File: config.mk
export PLATFORM = sky130hd
export DESIGN_NAME = bit8_1to2_demux_buf
export DESIGN_NICKNAME = d
export VERILOG_FILES = /design/src/rtl/bit8_1to2_demux_buf.sv
export SDC_FILE = /design/constraint.sdc
export NUM_CORES = 1
export LEC_CHECK = 0
export CORE_ASPECT_RATIO = 1.2
export CORE_MARGIN = 5
export CORE_UTILIZATION = 45
export DETAILED_ROUTE_END_ITERATION = 12
export PLACE_DENSITY = 0.65
export SLEW_MARGIN = 20
export SYNTH_ARGS = -nofsm -noshare
export SYNTH_HDL_FRONTEND = slang
export SYNTH_SLANG_ARGS = --single-unit
File: constraint.sdc
create_clock -name clk -period 2.7 [get_ports clk]
set_input_delay 0.81 -clock clk [delete_from_list [all_inputs] [get_ports clk]]
set_output_delay 0.81 -clock clk [all_outputs]
set_load 0.01 [all_outputs]
File: src/rtl/bit8_1to2_demux_buf.sv
// -----------------------------------------------------------------------------
// bit8_1to2_demux_buf
//
// Buffered 1-to-2 demultiplexer. A single producer stream is steered by in_sel
// to channel 0 or channel 1. Each channel has its own FIFO, so a stalled
// consumer on one channel never blocks traffic headed for the other.
//
// Parameters
//   WIDTH  data width in bits
//   DEPTH  entries per channel FIFO (power of two, >= 2)
//   AW     pointer width, log2(DEPTH)
//
// Ports
//   clk                    single clock, all state updates on posedge
//   rst_n                  synchronous active-low reset, flushes both FIFOs
//   in_data/in_sel         byte and destination channel (0 -> out0, 1 -> out1)
//   in_valid/in_ready      producer handshake; in_ready = channel in_sel not full
//   out0_data/valid/ready  channel-0 head byte and consumer handshake
//   out1_data/valid/ready  channel-1 head byte and consumer handshake
//   cnt0/cnt1              16-bit delivered-byte counters, wrap at 16'hFFFF
//
// Optional feature
//   DEMUX_CNT_EN  when defined, adds the cnt0/cnt1 ports and counter logic.
//                 When undefined, those ports and counters do not exist.
// -----------------------------------------------------------------------------
module bit8_1to2_demux_buf #(
   parameter int unsigned WIDTH = 8,
   parameter int unsigned DEPTH = 4,
   parameter int unsigned AW    = 2
) (
   input  logic             clk,
   input  logic             rst_n,
   input  logic [WIDTH-1:0] in_data,
   input  logic             in_sel,
   input  logic             in_valid,
   output logic             in_ready,
   output logic [WIDTH-1:0] out0_data,
   output logic             out0_valid,
   input  logic             out0_ready,
   output logic [WIDTH-1:0] out1_data,
   output logic             out1_valid,
   input  logic             out1_ready
`ifdef DEMUX_CNT_EN
   ,
   output logic [15:0]      cnt0,
   output logic [15:0]      cnt1
`endif
);

   localparam logic [AW:0] OccFull  = AW'(DEPTH) == '0 ? {1'b1, {AW{1'b0}}} : (AW+1)'(DEPTH);
   localparam logic [AW:0] OccEmpty = '0;

   // Per-channel state, index 0 = out0, index 1 = out1.
   logic [AW-1:0]    head_q [2];
   logic [AW-1:0]    head_d [2];
   logic [AW-1:0]    tail_q [2];
   logic [AW-1:0]    tail_d [2];
   logic [AW:0]      occ_q  [2];
   logic [AW:0]      occ_d  [2];
   logic [WIDTH-1:0] mem_q  [2][DEPTH];

   logic [1:0]       full;
   logic [1:0]       out_valid;
   logic [1:0]       out_ready;
   logic [1:0]       push;
   logic [1:0]       pop;
   logic             accept;
   logic [WIDTH-1:0] head_data [2];

   // ---------------------------------------------------------------------------
   // Status and handshake decode. Everything here depends only on registered
   // occupancy plus in_sel/in_valid, so in_ready has no path from outN_ready.
   // ---------------------------------------------------------------------------
   always_comb begin
      out_ready = {out1_ready, out0_ready};
      full      = '0;
      out_valid = '0;
      for (int c = 0; c < 2; c++) begin
         full[c]      = (occ_q[c] == OccFull);
         out_valid[c] = (occ_q[c] != OccEmpty);
      end

      // A full channel refuses even if it pops this same cycle.
      in_ready = ~full[in_sel];
      accept   = in_valid & in_ready;

      push[0] = accept & ~in_sel;
      push[1] = accept &  in_sel;

      // Pops on an empty channel are ignored.
      pop = out_valid & out_ready;
   end

   // ---------------------------------------------------------------------------
   // Next-state for pointers and occupancy. Pointers wrap naturally because
   // DEPTH is 2**AW; full/empty come from occupancy, never pointer equality.
   // ---------------------------------------------------------------------------
   always_comb begin
      for (int c = 0; c < 2; c++) begin
         head_d[c] = head_q[c];
         tail_d[c] = tail_q[c];
         occ_d[c]  = occ_q[c];

         if (push[c]) begin
            tail_d[c] = tail_q[c] + AW'(1);
         end
         if (pop[c]) begin
            head_d[c] = head_q[c] + AW'(1);
         end

         unique case ({push[c], pop[c]})
            2'b10:   occ_d[c] = occ_q[c] + (AW+1)'(1);
            2'b01:   occ_d[c] = occ_q[c] - (AW+1)'(1);
            default: occ_d[c] = occ_q[c];
         endcase
      end
   end

   always_ff @(posedge clk) begin
      if (!rst_n) begin
         for (int c = 0; c < 2; c++) begin
            head_q[c] <= '0;
            tail_q[c] <= '0;
            occ_q[c]  <= '0;
         end
      end else begin
         for (int c = 0; c < 2; c++) begin
            head_q[c] <= head_d[c];
            tail_q[c] <= tail_d[c];
            occ_q[c]  <= occ_d[c];
         end
      end
   end

   // Storage needs no reset: a byte is only visible while occupancy covers it.
   always_ff @(posedge clk) begin
      for (int c = 0; c < 2; c++) begin
         if (rst_n && push[c]) begin
            mem_q[c][tail_q[c]] <= in_data;
         end
      end
   end

   // ---------------------------------------------------------------------------
   // Output presentation: head entry while non-empty, zero otherwise.
   // ---------------------------------------------------------------------------
   always_comb begin
      for (int c = 0; c < 2; c++) begin
         head_data[c] = '0;
         if (out_valid[c]) begin
            head_data[c] = mem_q[c][head_q[c]];
         end
      end
   end

   assign out0_data  = head_data[0];
   assign out1_data  = head_data[1];
   assign out0_valid = out_valid[0];
   assign out1_valid = out_valid[1];

`ifdef DEMUX_CNT_EN
   // ---------------------------------------------------------------------------
   // Delivered-byte counters, one per channel, wrapping modulo 2**16.
   // ---------------------------------------------------------------------------
   logic [15:0] cnt_q [2];
   logic [15:0] cnt_d [2];

   always_comb begin
      for (int c = 0; c < 2; c++) begin
         cnt_d[c] = cnt_q[c];
         if (pop[c]) begin
            cnt_d[c] = cnt_q[c] + 16'd1;
         end
      end
   end

   always_ff @(posedge clk) begin
      if (!rst_n) begin
         cnt_q[0] <= '0;
         cnt_q[1] <= '0;
      end else begin
         cnt_q[0] <= cnt_d[0];
         cnt_q[1] <= cnt_d[1];
      end
   end

   assign cnt0 = cnt_q[0];
   assign cnt1 = cnt_q[1];
`endif

endmodule

==> impl_metrics.tcl, run 1 <==
set metrics [dict create \
    post-place-cells 347 \
    pin_count 33 \
    seqPwrFrac_pct 41.0 \
    vias_per_cell 4.96 \
    dr.pass1.iters 4 \
    cts_made_buffers 9 \
    core_mm2 0.00723 \
    h-tree-depth 3 \
    fillers 593 \
    p_sw_uw 1020 \
    synth_nets 235 \
    final_util_pct 57.9 \
    start_kind "primary input" \
    clkPwrFrac_pct 26.8 \
    max_freq_mhz 386 \
    hp-class "flip-flop to flip-flop" \
    drive_gt1_share_pct 21.6 \
    fp-row-count 34 \
    max-vdd-ir-drop_mv 0.576 \
    globalplace.congestion 0.775 \
    grt_max_degree 21 \
    leakage_uw 0.00149 \
    grtUsageTotal_pct 14.2 \
    rsz0062_at_grt "false" \
    drt_iter0_drc 104 \
    reg2regPathDepth 9 \
    power.internal_uw 2530 \
    final_antenna_net_count 0 \
    portBuffers 32 \
    multi_input_comb_area_mm2 0.00104 \
    route.detailed.drc 0 \
    cp-endpoint "in_ready" \
    synthCells 209 \
    max-clock-path-buffers 2 \
    yosys_warnings 0 \
    avgSynthCellArea_um2 16.0 \
    synth-seq-cells 78 \
    cts_root_buf "clkbuf_8" \
    routedWlPerCell_um 15.7 \
    finalCritPeriodShare_pct 96.0 \
    period_minus_slack_ns 2.59 \
    combPwrFrac_pct 32.3 \
    clock-sinks 78 \
    cts_hold_buffers 0 \
    relSlewSlack_pct 69.2 \
    grt_pass1_vias 1892 \
    cts_tree "built" \
    vias 1802 \
    slew_violations 0 \
    r2r_end "occ_q[0][5]" \
    critPathBufInv 2 \
    clk_latency_ns 0.34 \
    grt_pass1_wl_um 9730 \
    critPathRequiredTime_ns 1.89 \
    start_util_pct 46.3 \
    worstPathCellList "clkdlybuf4s50_1 > mux2i_1 > dlygate4sd2_1" \
    r2r-start "occ_q[0][5]" \
    worst_pin_slew_ns 0.461 \
    n_antenna_cell 0 \
    ff_latch_area_mm2 0.00221 \
    stdcell_count 363 \
    clk_pin_slew_worst_paths_ns 0.07 \
    cpPeakStageDelay_ns 0.51 \
    antenna_found_initial 0 \
    netSwitchingFraction_pct 28.7 \
    ys_seq_area_share_pct 65.8 \
    power.density_mw_per_mm2 846 \
    synthesis.area_mm2 0.00335 \
    fp.dieH_um 104 \
    fin_nets 294 \
    min_path_cells 2 \
    crit_fanout 3 \
    r2r_setup_slack_ns 0.42 \
    arrival_ns 1.78 \
    dp_hpwl_um 3900 \
    cp-startpoint "in_sel" \
    crit_type "primary input to primary output" \
    critPathTopFamily "buffers and inverters" \
    path_depth 3 \
    skew_ns 0.00667 \
    cpMaxStageDelayCell "clkdlybuf4s50_1" \
    overflow 0 \
    max_cap_violations 0 \
    hold_violations 0 \
    syn_to_final_growth_pct 25.1 \
    status "complete, no violations" \
    ys_types 26 \
    setup_viol 0 \
    die_w_um 88.7 \
    finalWirelength_um 5690 \
    die-area_mm2 0.00927 \
    endpoint_kind "primary output" \
]
-- layout make-up --
class	count	share of cell area, %
clock buffers	9	2.96
clock inverters	7	2.30
inverters	14	1.26
multi-input cells	109	24.8
flip-flops and latches	78	52.7
well taps	90	2.69
repair buffers	56	13.2
-- worst min path at each step --
stage	start	endpoint
2_1_floorplan	tail_q[0][1]	tail_q[0][1]
3_3_place_gp	tail_q[0][1]	tail_q[0][1]
3_5_place_dp	tail_q[0][1]	tail_q[0][1]
4_1_cts	tail_q[0][1]	tail_q[0][1]
5_1_grt	tail_q[0][1]	tail_q[0][1]
6_report	tail_q[0][1]	tail_q[0][1]
-- synthesized netlist by cell type --
| cell | n | share of area [%] |
|---|---|---|
| edfxtp_1 | 64 | 57 |
| mux4_2 | 16 | 11 |
| nor2b_1 | 16 | 3.0 |
| nand2_1 | 15 | 1.7 |
| dfxtp_1 | 14 | 8.4 |
| inv_1 | 14 | 1.6 |
| and2_1 | 12 | 2.2 |
| ha_1 | 10 | 3.7 |
| o21ai_0 | 7 | 1.0 |
| buf_2 | 5 | 0.75 |
| mux2i_1 | 5 | 1.5 |
| nor3b_1 | 4 | 0.90 |
| or3_1 | 4 | 0.75 |
| nor3_1 | 3 | 0.45 |
| a21boi_0 | 2 | 0.45 |
| a21boi_1 | 2 | 0.45 |
| and2b_1 | 2 | 0.45 |
| buf_6 | 2 | 0.67 |
| fa_1 | 2 | 1.2 |
| or4bb_1 | 2 | 0.67 |
| xnor2_1 | 2 | 0.52 |
| xor2_1 | 2 | 0.52 |
| and3_4 | 1 | 0.34 |
| clkbuf_1 | 1 | 0.11 |
| o21ai_1 | 1 | 0.15 |
| or3b_1 | 1 | 0.26 |
-- stage by stage --
stage | setup slack, ns | hold WS (ns) | total power (µW) | setup TNS [ns] | area (µm²)
6_report | 0.107 | 0.506 | 3540 | 0 | 4190
5_1_grt | 0.0111 | 0.542 | 3790 | 0 | 4190
4_1_cts | 0.0979 | 0.510 | 3600 | 0 | 4190
3_5_place_dp | -0.232 | 0.498 | 2740 | -0.560 | 3980
3_3_place_gp | -0.161 | 0.483 | 2720 | -0.405 | 3980
2_1_floorplan | 0.363 | 0.468 | 2140 | 0 | 3350
-- logic make-up after synthesis --
logic type / Yosys count / share of synthesized area [%]
AOI/OAI and AO/OA: 12 / 2.09
xor gates and xnor gates: 4 / 1.05
adders and majority gates: 12 / 4.94
buffers and inverters: 22 / 3.10
DFF: 78 / 65.8
muxes: 21 / 12.3
and+or+nand+nor: 60 / 10.7
-- metal layers --
| layer | global-route usage, % | up-vias | share of wire (%) |
|---|---|---|---|
| li1 | - | 889 | - |
| met1 | 18.5 | 870 | 42 |
| met2 | 22.7 | 37 | 52 |
| met3 | 3.65 | 6 | 4.7 |
| met4 | 4.86 | 0 | 1.2 |
| met5 | 0 | - | 0 |
-- placed cells by master (no fill, tap or decap) --
cell,netlist,layout
or4bb_1,2,2
or3b_1,1,1
clkinv_1,0,1
mux4_2,16,16
edfxtp_1,64,64
and2_1,12,12
nand2_1,15,15
or3_1,4,4
nor3b_1,4,4
nor2b_1,16,16
and2b_1,2,2
clkdlybuf4s50_1,0,15
a21boi_1,2,2
a21boi_0,2,2
xnor2_1,2,2
o21ai_0,7,7
dlygate4sd2_1,0,17
ha_1,10,10
dfxtp_2,0,3
o21ai_1,1,1
clkinvlp_4,0,2
mux2i_1,5,5
clkbuf_8,0,9
buf_4,0,18
fa_1,2,2
xor2_1,2,2
inv_6,0,2
buf_12,0,6
inv_1,14,14
dfxtp_1,14,11
and3_4,1,1
bufinv_16,0,2
nor3_1,3,3
-- what timing repair did --
item | in CTS | in global routing
endpoints found under the setup margin | 17 | 0
setup buffers | 0 | 0
gates resized for setup | 20 | 0
-- sequential cells by signal, summed over array words and instances (netlist names) --
register and count:
head_q 4, mem_q 64, occ_q 6, tail_q 4
-- tightest hold or removal path, cell delays in order, from the launching register on --
cell and delay (ns):
dfxtp_1 0.34, nand2_1 0.06, mux2i_1 0.06
-- power groups by stage --
stage               combinational, µW  sequential, µW  clock [µW]
floorplan                         697            1450           0
global placement                 1250            1470           0
detailed placement               1260            1470           0
CTS                              1180            1450         973
global route                     1280            1460        1040
finish                           1140            1450         948
Power figures use the tool's default switching activity.
==> run 2: changes to the inputs <==
Settings changed: ABC_AREA set to 1, RECOVER_POWER set to 50.
==> run 2 against run 1 <==
Effect of this change: flip-flop and latch count stayed put; sequential power down 3%; synthesized cell count up 47%; non-clock buffer count shrank 2; worst setup slack improved by 0.095 ns; area after synthesis hardly changed; sequential share of layout area is 0.37 points higher; fmax is 3.8% higher; worst hold slack better by 0.025 ns; combinational power is 6% lower; critical path depth is 3 higher; via count grew 28%; highest routed layer unchanged.
==> impl_metrics.tcl, run 2 <==
set metrics [dict create \
    async_flop_share_pct 0 \
    synth_top_area_share_pct 57.4 \
    cpPeakStageDelay_ns 0.28 \
    slew_violations 0 \
    drive_gt1_share_pct 11.7 \
    h-tree-depth 3 \
    setup_slack_ns 0.202 \
    critPathBufInv 3 \
    die_w_um 88.7 \
    grt_pass1_vias 2267 \
    avgSynthCellArea_um2 10.9 \
    final_antenna_net_count 0 \
    n_antenna_cell 0 \
    finalWirelength_um 6530 \
    skew_ns 0.00825 \
    max-vdd-ir-drop_mv 0.561 \
    route.detailed.drc 0 \
    cts_made_buffers 9 \
    crit_type "primary input to primary output" \
    vias 2299 \
    setup_viol 0 \
    syn_to_final_growth_pct 23.9 \
    vias_per_cell 5.03 \
    max_cap_violations 0 \
    stdcell_count 457 \
    ff_latch_area_mm2 0.00220 \
    antenna_found_initial 0 \
    cpMaxStageDelayCell "dlygate4sd2_1" \
    max_freq_mhz 400 \
    routedWlPerCell_um 14.3 \
    portBuffers 32 \
    cts_root_buf "clkbuf_8" \
    clk_pin_slew_worst_paths_ns 0.07 \
    fp.dieH_um 104 \
    final_common_cell "nor2_1" \
    synthesis.area_mm2 0.00335 \
    critPathTopFamily "buffers and inverters" \
    arrival_ns 1.69 \
    status "complete, no violations" \
    start_util_pct 46.0 \
    finalCritPeriodShare_pct 92.5 \
    start_kind "primary input" \
    crit_top_cell "dlygate4sd2_1" \
    place_ws_ns -0.267 \
    fin_nets 388 \
    grt_max_degree 20 \
    final_cell_mix "nor2_1, edfxtp_1, o21ai_0, a21oi_1, nand2_1" \
    rsz0062_at_grt "false" \
    globalplace.congestion 0.714 \
    pin_count 33 \
    synth_ff_type "edfxtp_1" \
    multi_input_comb_area_um2 986 \
    clk_latency_ns 0.34 \
    ys_top_cells_by_count "nor2_1, edfxtp_1, o21ai_0, a21oi_1, nand2_1" \
    synthCells 307 \
    post-place-cells 441 \
    max-clock-path-buffers 2 \
    fillers 629 \
    grtUsageTotal_pct 15.4 \
    hold_violations 0 \
    yosys-top-cells-area "edfxtp_1, nor2_1, dfxtp_1" \
    critPathRequiredTime_ns 1.89 \
    worst_pin_slew_ns 0.561 \
    leakage_uw 0.00175 \
    finalPower_uw 3490 \
    crit_fanout 3 \
    drt_iter0_drc 142 \
    hp-class "flip-flop to flip-flop" \
    worstPathCellList "dlygate4sd2_1 > nand2_1 > inv_1 > nand2_2 > and2_2 > dlygate4sd2_1" \
    yosys_warnings 0 \
    ys_seq_area_share_pct 65.8 \
    clock-sinks 78 \
    cts_tree "built" \
    overflow 0 \
    fp-row-count 34 \
    cts_setup_buffers 0 \
    finalHoldWorstSlack_ns 0.531 \
    synth-seq-cells 78 \
    relSlewSlack_pct 62.6 \
    ys_types 22 \
    period_minus_slack_ns 2.50 \
    core_mm2 0.00727 \
    synth_top_area_cell "edfxtp_1" \
    largest_register_ffs 64 \
    synth_edf_count 64 \
    dp_hpwl_um 4450 \
    synth_nets 333 \
    die-area_mm2 0.00927 \
    synth_most_common_cell "nor2_1" \
    grt_pass1_wl_um 10900 \
    power.density_mw_per_mm2 842 \
    cts_hold_buffers 0 \
    endpoint_kind "primary output" \
    dr.pass1.iters 4 \
]
[run 2: cell types whose count changed after synthesis, sizes merged, moves of 5 or more]
| cell | delta |
|---|---|
| mux4 | -16 |
| nor2 | +86 |
| and2 | -11 |
| o21ai | +32 |
| nor2b | -16 |
| nand2 | +5 |
| inv | +7 |
| mux2i | -5 |
| a21oi | +26 |
[run 2: where the power goes]
part	switching (µW)	internal (µW)	total (µW)
clock network	399	618	1020
logic	619	451	1070
registers	36.6	1370	1400
total	1050	2440	3490
[run 2: through the flow]
step / cell area (µm²) / TNS (ns) / utilization [%]
floorplan: 3350 / 0 / -
finish: 4150 / 0 / 57.0
global route: 4150 / 0 / 57.0
CTS: 4130 / 0 / 56.8
global placement: 3890 / -0.540 / 53.4
detailed placement: 3890 / -0.755 / 53.4
[run 2: per-layer routing]
layer / vias up / global-route usage [%] / share of wire [%]
li1: 1154 / - / -
met1: 1087 / 19.5 / 41
met2: 43 / 25.2 / 53
met3: 15 / 2.69 / 3.6
met4: 0 / 7.34 / 2.3
met5: - / 0 / 0
[run 2: worst reg2reg max path, stage by stage (launching register included)]
cell	delay, ns
dfxtp_1	0.36
nor2_1	0.08
nand2_2	0.07
clkbuf_4	0.12
nand4_1	0.12
clkbuf_1	0.21
nor3b_1	0.21
clkbuf_1	0.47
[run 2: what timing repair did]
action                                  4_1_cts  5_1_grt
cloned                                        0        0
resized for setup                             9       17
endpoints found under the setup margin       15       15
[run 2: kinds of logic after synthesis]
kind of cell             share of synthesized area (%)
AND/OR/NAND/NOR                                   15.0
flip-flops                                        65.8
AO/OA/AOI/OAI                                     9.87
buffers and inverters                             4.41
adder cells (fa/ha/maj)                           4.93
[run 2: final timing paths]
check	slack, ns	from	cells after the start	to
min reg2reg	0.53	occ_q[0][3]	2	occ_q[0][3]
min	0.53	occ_q[0][3]	2	occ_q[0][3]
max reg2reg	0.71	occ_q[0][4]	7	mem_q[0][57]
max	0.20	in_sel	6	in_ready
[run 2: cell type report]
cell class                 instances  share of cell area, %
sequential                        78                   53.1
multi-input combinational        196                   23.8
timing repair buffer              54                   12.4
clock buffer                      11                   3.17
tap                               90                   2.71
clock inverter                     5                   2.56
inverter                          23                   2.29
